`src/rtl/line_arb.sv`:
```
// -----------------------------------------------------------------------------
// line_arb -- round-robin arbiter for a shared call line across four handsets.
//
// One handset at a time owns the line. The owner is chosen round-robin from
// the handset after the previous owner. The arbiter strobes the call channel
// to dial, end or cancel a call, and releases the line when the call is over.
//
// Optional feature (macro LINE_ARB_GUARD_EN):
//   defined   : after every release the line stays idle for GUARD_CYCLES
//               cycles (GUARD state, 8-bit down-counter) before a new grant.
//   undefined : RELEASE returns straight to IDLE; GUARD_CYCLES is only
//               range-checked.
//
// Ports:
//   clk               in   clock, all state updates on its rising edge
//   reset_n           in   asynchronous active-low reset
//   req[3:0]          in   per-handset line request (level)
//   rel[3:0]          in   per-handset hang-up pulse (only grantee's bit used)
//   line_in_call      in   channel reports a call in progress
//   line_call_ended   in   channel reports the far end hung up
//   line_dial_timeout in   channel reports dialling timed out
//   line_call_timeout in   channel reports call timed out
//   gnt[3:0]          out  one-hot grant, zero when the line is free
//   gnt_id[1:0]       out  index of the grantee, holds when gnt is zero
//   line_dial         out  one-cycle dial strobe
//   line_end          out  one-cycle end-call strobe
//   line_cancel       out  one-cycle cancel strobe
//   busy              out  high in every state except IDLE
//   state_dbg[2:0]    out  current FSM state encoding, for observation
//
// Request/grant handshake: req is a level held by the handset for as long as
// it wants the line. A grant is issued only from IDLE, one cycle after req is
// sampled, and is kept until the call is released. req dropping while owned
// counts as a hang-up. Requests seen outside IDLE are not remembered; a
// handset that still holds req is considered again on the next IDLE cycle.
// -----------------------------------------------------------------------------
module line_arb #(
    parameter int NUM_REQ      = 4,
    parameter int GUARD_CYCLES = 8
) (
    input  logic       clk,
    input  logic       reset_n,
    input  logic [3:0] req,
    input  logic [3:0] rel,
    input  logic       line_in_call,
    input  logic       line_call_ended,
    input  logic       line_dial_timeout,
    input  logic       line_call_timeout,
    output logic [3:0] gnt,
    output logic [1:0] gnt_id,
    output logic       line_dial,
    output logic       line_end,
    output logic       line_cancel,
    output logic       busy,
    output logic [2:0] state_dbg
);

    typedef enum logic [2:0] {
        IDLE    = 3'd0,
        GRANT   = 3'd1,
        ACTIVE  = 3'd2,
        CANCEL  = 3'd3,
        RELEASE = 3'd4,
        GUARD   = 3'd5
    } state_t;

    // Elaboration-time parameter checks.
    if (NUM_REQ != 4) begin : g_bad_num_req
        $error("line_arb: NUM_REQ must be 4");
    end
    if (GUARD_CYCLES < 1 || GUARD_CYCLES > 255) begin : g_bad_guard
        $error("line_arb: GUARD_CYCLES must be in 1..255");
    end

    state_t     state;
    state_t     state_nxt;
    logic [3:0] gnt_nxt;
    logic [1:0] gnt_id_nxt;
    logic [1:0] ptr;
    logic [1:0] ptr_nxt;

    // Round-robin search result.
    logic       sel_found;
    logic [1:0] sel_id;
    logic [1:0] cand;

`ifdef LINE_ARB_GUARD_EN
    logic [7:0] guard_cnt;
    logic [7:0] guard_cnt_nxt;
`endif

    // -------------------------------------------------------------------------
    // Round-robin pick: first set req bit starting at ptr+1, wrapping mod 4.
    // The last candidate (i = 4) is ptr itself, so the previous owner is
    // served only when nobody else is asking.
    // -------------------------------------------------------------------------
    always_comb begin
        sel_found = 1'b0;
        sel_id    = ptr;
        cand      = '0;
        for (int i = 1; i <= 4; i++) begin
            cand = ptr + 2'(i);
            if (!sel_found && req[cand]) begin
                sel_found = 1'b1;
                sel_id    = cand;
            end
        end
    end

    // -------------------------------------------------------------------------
    // State register and datapath registers.
    // -------------------------------------------------------------------------
    always_ff @(posedge clk or negedge reset_n) begin
        if (!reset_n) begin
            state  <= IDLE;
            gnt    <= '0;
            gnt_id <= '0;
            ptr    <= 2'd3;
        end else begin
            state  <= state_nxt;
            gnt    <= gnt_nxt;
            gnt_id <= gnt_id_nxt;
            ptr    <= ptr_nxt;
        end
    end

`ifdef LINE_ARB_GUARD_EN
    always_ff @(posedge clk or negedge reset_n) begin
        if (!reset_n) begin
            guard_cnt <= '0;
        end else begin
            guard_cnt <= guard_cnt_nxt;
        end
    end
`endif

    // -------------------------------------------------------------------------
    // Next-state and strobe logic. The strobes are decoded from the current
    // state so that reset (which forces IDLE) silences them immediately.
    // -------------------------------------------------------------------------
    always_comb begin
        state_nxt   = state;
        gnt_nxt     = gnt;
        gnt_id_nxt  = gnt_id;
        ptr_nxt     = ptr;
        line_dial   = 1'b0;
        line_end    = 1'b0;
        line_cancel = 1'b0;
`ifdef LINE_ARB_GUARD_EN
        guard_cnt_nxt = guard_cnt;
`endif

        case (state)
            IDLE: begin
                if (sel_found) begin
                    gnt_nxt    = 4'b0001 << sel_id;
                    gnt_id_nxt = sel_id;
                    state_nxt  = GRANT;
                end
            end

            GRANT: begin
                line_dial = 1'b1;
                state_nxt = ACTIVE;
            end

            ACTIVE: begin
                // Channel timeouts outrank any hang-up from the handset.
                if (line_dial_timeout || line_call_timeout) begin
                    state_nxt = CANCEL;
                end else if (line_call_ended) begin
                    state_nxt = RELEASE;
                end else if (rel[gnt_id] || !req[gnt_id]) begin
                    // Only a connected call needs an explicit end strobe.
                    line_end  = line_in_call;
                    state_nxt = RELEASE;
                end
            end

            CANCEL: begin
                line_cancel = 1'b1;
                state_nxt   = RELEASE;
            end

            RELEASE: begin
                gnt_nxt = '0;
                ptr_nxt = gnt_id;
`ifdef LINE_ARB_GUARD_EN
                guard_cnt_nxt = 8'(GUARD_CYCLES - 1);
                state_nxt     = GUARD;
`else
                state_nxt     = IDLE;
`endif
            end

`ifdef LINE_ARB_GUARD_EN
            GUARD: begin
                if (guard_cnt == 8'd0) begin
                    state_nxt = IDLE;
                end else begin
                    guard_cnt_nxt = guard_cnt - 8'd1;
                end
            end
`endif

            default: begin
                state_nxt = IDLE;
            end
        endcase
    end

    assign busy      = (state != IDLE);
    assign state_dbg = state;

endmodule

```
`config.mk`:
```
export PLATFORM = sky130hd
export DESIGN_NAME = line_arb
export DESIGN_NICKNAME = d
export VERILOG_FILES = /design/src/rtl/line_arb.sv
export SDC_FILE = /design/constraint.sdc
export NUM_CORES = 1
export LEC_CHECK = 0
export BUFFER_PORTS_ARGS = -buffer_cell sky130_fd_sc_hd__buf_2
export CAP_MARGIN = 20
export CORE_MARGIN = 1.5
export CORE_UTILIZATION = 40
export CTS_CLUSTER_SIZE = 10
export DETAILED_ROUTE_END_ITERATION = 10
export GPL_ROUTABILITY_DRIVEN = 0
export PLACE_DENSITY = 0.65
export SYNTH_ARGS = -nofsm -noshare
export SYNTH_HDL_FRONTEND = slang
export SYNTH_SLANG_ARGS = --single-unit
```
`constraint.sdc`:
```
create_clock -name clk -period 4.6 [get_ports clk]
set_clock_uncertainty 0.2 [all_clocks]
set_input_delay 0.92 -clock clk [delete_from_list [all_inputs] [get_ports clk]]
set_output_delay 0.92 -clock clk [all_outputs]
set_load 0.01 [all_outputs]
```
== Word-level counts from Yosys, hierarchy flattened ==
Index checks and enable logic that the tools add are counted.

* Output and inout port bits: 13
* Bits in registers: 11
* Word-level logic and storage cells: 67

* Reductions and logical operators: 15
* Multiplexer cells: 33
* Eq/ne operators: 6
* Shifts and indexed selects: 1
* Add/subtract/negate cells: 3
* $lt $le $gt $ge: 5

{| class="wikitable"
|+ Operators with widths
! kind !! count
|-
| $mux 1 || 16
|-
| $lt 2x3->1 const B || 5
|-
| $bmux 1 s2 || 6
|-
| $mux 3 || 4
|-
| $pmux 3 s4 || 1
|-
| $mux 2 || 4
|-
| $pmux 4 s2 || 1
|-
| $eq 3x2->1 const B || 2
|-
| $reduce_and 2->1 || 3
|-
| $add 2x2->2 const B || 2
|-
| $logic_not 1->1 || 4
|-
| $mux 4 || 1
|-
| $ne 4x4->1 const B || 1
|-
| $shl 1x2->4 const A || 1
|-
| $eq 3x1->1 const B || 1
|-
| $eq 3x3->1 const B || 1
|-
| $logic_and 1x1->1 || 3
|-
| $logic_not 3->1 || 1
|-
| $reduce_bool 3->1 || 1
|-
| $add 2x1->2 const B || 1
|-
| $logic_or 1x1->1 || 2
|-
| $ne 2x2->1 const B || 1
|-
| $reduce_bool 2->1 || 1
|}

== Longest topological paths before layout ==
* Depth in word-level cells: 16
* Gate-level depth with buffers: 6

== Worst setup path after synthesis ==
OpenSTA, ideal clock, no wires.

* Kind: in2out
* From: in rel[3]
* To: out line_end
* Buffers on the path: 0
* Required time: 3.480 ns
* Stages: 3
* Slack: 1.753 ns
* Arrival time: 1.727 ns
* Cell sequence: nand2b_1 mux4_2 and4_1

* Longest elaborated chain between the ends: 7

{| class="wikitable"
|+ RTL lines
! what !! RTL line !! source
|-
| start: declaration || 44 || <nowiki>input logic [3:0] rel,</nowiki>
|-
| $bmux 1 s2 || 173 || <nowiki>end else if (rel[gnt_id] || !req[gnt_id]) begin</nowiki>
|-
| $mux 1 (implied by the code) || 173 ||
|-
| $logic_or 1x1->1 || 173 ||
|-
| $mux 1 || 173 ||
|-
| $mux 1 || 171 || <nowiki>end else if (line_call_ended) begin</nowiki>
|-
| $mux 1 || 169 || <nowiki>if (line_dial_timeout || line_call_timeout) begin</nowiki>
|-
| $mux 1 || 153 || <nowiki>case (state)</nowiki>
|-
| end: declaration || 52 || <nowiki>output logic line_end,</nowiki>
|}

No other way between the ends. The select of a mux whose other input is x is not followed.

== Worst setup path after layout ==
Same ends and word-level chain as after synthesis.

==> metrics.yaml <==
outcome:
  status: "completed"
die:
  fp.dieH_um: 43.3
  pin_count: 27
  num_rows: 14
  die_w_um: 43.3
  die_area_um2: 1870
  start_util: 0.430
  design.core.area_um2: 1510
global_routing:
  grt_max_degree: 13
  grt_overflow_total: 0
  grt_pass1_vias: 541
  grt_antenna_before_repair: 0
  grt_use_total: 0.170
  grt_first_pass_wirelength_mm: 2.33
logic_synthesis:
  syn-num-nets: 79
  ys_ff_latch: 11
  synthesis.area_um2: 648
  synth_top_area_share: 0.347
  syn_inst: 65
  synth_area_leader_cell: "dfrtp_1"
  seq_area_frac_synth: 0.429
  avgSynthCellArea_um2: 9.97
  synth_flop_cell: "dfrtp_1"
  ys_warn_count: 0
  ys_types: 25
  synth_edf_count: 0
  async_flop_share: 1.00
  ys_top_cells_by_area: "dfrtp_1 35%, dfstp_2 8.1%, nand2b_1 5.8%"
cells_and_area:
  synthToLayoutAreaGrowth_pct: 23.7
  antenna_cells: 0
  layout_common_cells: "26 x buf_2, 9 x dfrtp_1, 7 x nor2_1, 6 x nand2b_1, 6 x o21ai_0"
  layout_commonest_cell: "buf_2"
  postLayoutCoreUtil: 0.532
  drive_gt1_frac: 0.398
  nets: 108
sta:
  slew_viol_final: 0
  fin_crit_sh: 0.666
  layout_min_cycle_time_ns: 3.07
  setup_viol: 0
  slew_headroom: 0.744
  tightest_slew_ns: 0.375
  grt_setup_unrepaired: "no"
  fmax_mhz: 326
  final-hold-violation-count: 0
  holdWs_ns: 0.301
  tns_ns: 0
clock_tree:
  root_buffer: "clkbuf_4"
  cts_inserted_buffers: 3
  path_clk_slew_ns: 0.07
  cts_hold_buf: 0
  cts_max_path_buffers: 2
  cts_setup_buffers: 0
  htreeDepth: 1
  cts_resized: 0
  cts_sinks: 11
  clk_latency_ns: 0.27
  tritoncts: "built"
worst_setup_path:
  crit_path_frequent_cell: "buf_2"
  startpoint_type: "primary input"
  cp_top_family: "multiplexers"
  crit_fanout: 3
  crit_chain: "buf_2 > nand2b_1 > mux4_2 > and4_1 > buf_2"
  rrSetupSlack_ns: 2.96
  slowest_delay_ns: 0.50
  worst_ep_arrival_time_ns: 1.95
  critPathKind: "primary input to primary output"
  r2r-end: "gnt[2]"
  crit_slowest_cell: "mux4_2"
  reg2reg_depth: 3
  crit_buf_inv: 2
  end_kind: "primary output"
  timing.rr.start: "state_dbg[0]"
  cp.required_ns: 3.48
power:
  powerDensity_nw_per_um2: 618
  leakage_nw: 0.387
  totalPowerFinal_uw: 496
  irDropWorstVdd_mv: 0.312
route:
  wl_per_cell_um: 12.7
  via_per_inst: 5.46
  vias: 595
  drt_iter0_markers: 4
  wl_mm: 1.38
  drt_pre_antenna_iters: 4
  route.detailed.drc: 0
  ant_nets: 0
min_path:
  min_path_type: "primary input to asynchronous set/reset pin"
run:
  drv_cap: 0
placement:
  place_hpwl_mm: 1.08
  portBuffers: 26
how the worst max path moves through the flow:
stage	startpoint	end	slack (ns)	depth (start not counted)
6_report	rel[3]	line_end	1.53	5
5_1_grt	rel[3]	line_end	1.49	5
4_1_cts	rel[3]	line_end	1.53	5
3_5_place_dp	rel[3]	line_end	1.53	5
3_3_place_gp	rel[3]	line_end	1.55	5
2_1_floorplan	rel[3]	line_end	1.75	3
final cells by class:
class	instances	area, um2
tap	16	20.0
fill	145	704
sequential	11	278
multi-input combinational	52	348
clock buffer	4	26.3
timing repair buffer	26	130
worst reg2reg max path, cell delays in order (launching register included):
cell and delay (ns):
dfrtp_1 0.47, or3_4 0.42, nand2b_4 0.20, o31ai_1 0.26
synthesized netlist by cell type, types with 2 or more instances:
cell      n
nand2_1   5
mux2_2    2
nor4b_1   2
buf_6     2
nand3_1   5
dfstp_2   2
dfrtp_1   9
nor2_1    7
o21ai_0   6
nand2b_1  6
nor2b_1   2
o31ai_1   4
per-stage QoR:
stage | instance area [um2] | setup WS (ns) | instances
global route | 802 | 1.49 | 109
detailed placement | 776 | 1.53 | 105
CTS | 802 | 1.53 | 109
floorplan | 648 | 1.75 | 65
global placement | 776 | 1.55 | 105
finish | 802 | 1.53 | 109
logic make-up after synthesis:
| logic type | count (synthesis) | share of synthesized area |
|---|---|---|
| compound gates | 14 | 0.139 |
| mux | 4 | 0.0849 |
| buf+inv | 2 | 0.0347 |
| flops | 11 | 0.429 |
| simple gates | 34 | 0.313 |
layer usage:
metal / GRT usage / vias up / part of all wire
met5: 0 / - / 0
li1: - / 296 / -
met1: 0.210 / 280 / 0.46
met4: 0.0667 / 0 / 0
met3: 0.0638 / 0 / 0.062
met2: 0.266 / 19 / 0.48
flip-flops by register name, indices dropped and copies added, names as in the netlist:
| name | flops |
|---|---|
| gnt | 4 |
| ptr | 2 |
| gnt_id | 2 |
| state_dbg | 3 |
where the power goes:
group,internal [mW],switching (mW),leakage [nW]
Clock,0.0336,0.0322,0.0150
Sequential,0.144,0.0515,0.136
Combinational,0.116,0.118,0.236
Total,0.294,0.201,0.387
Power figures use the tool's default switching activity.
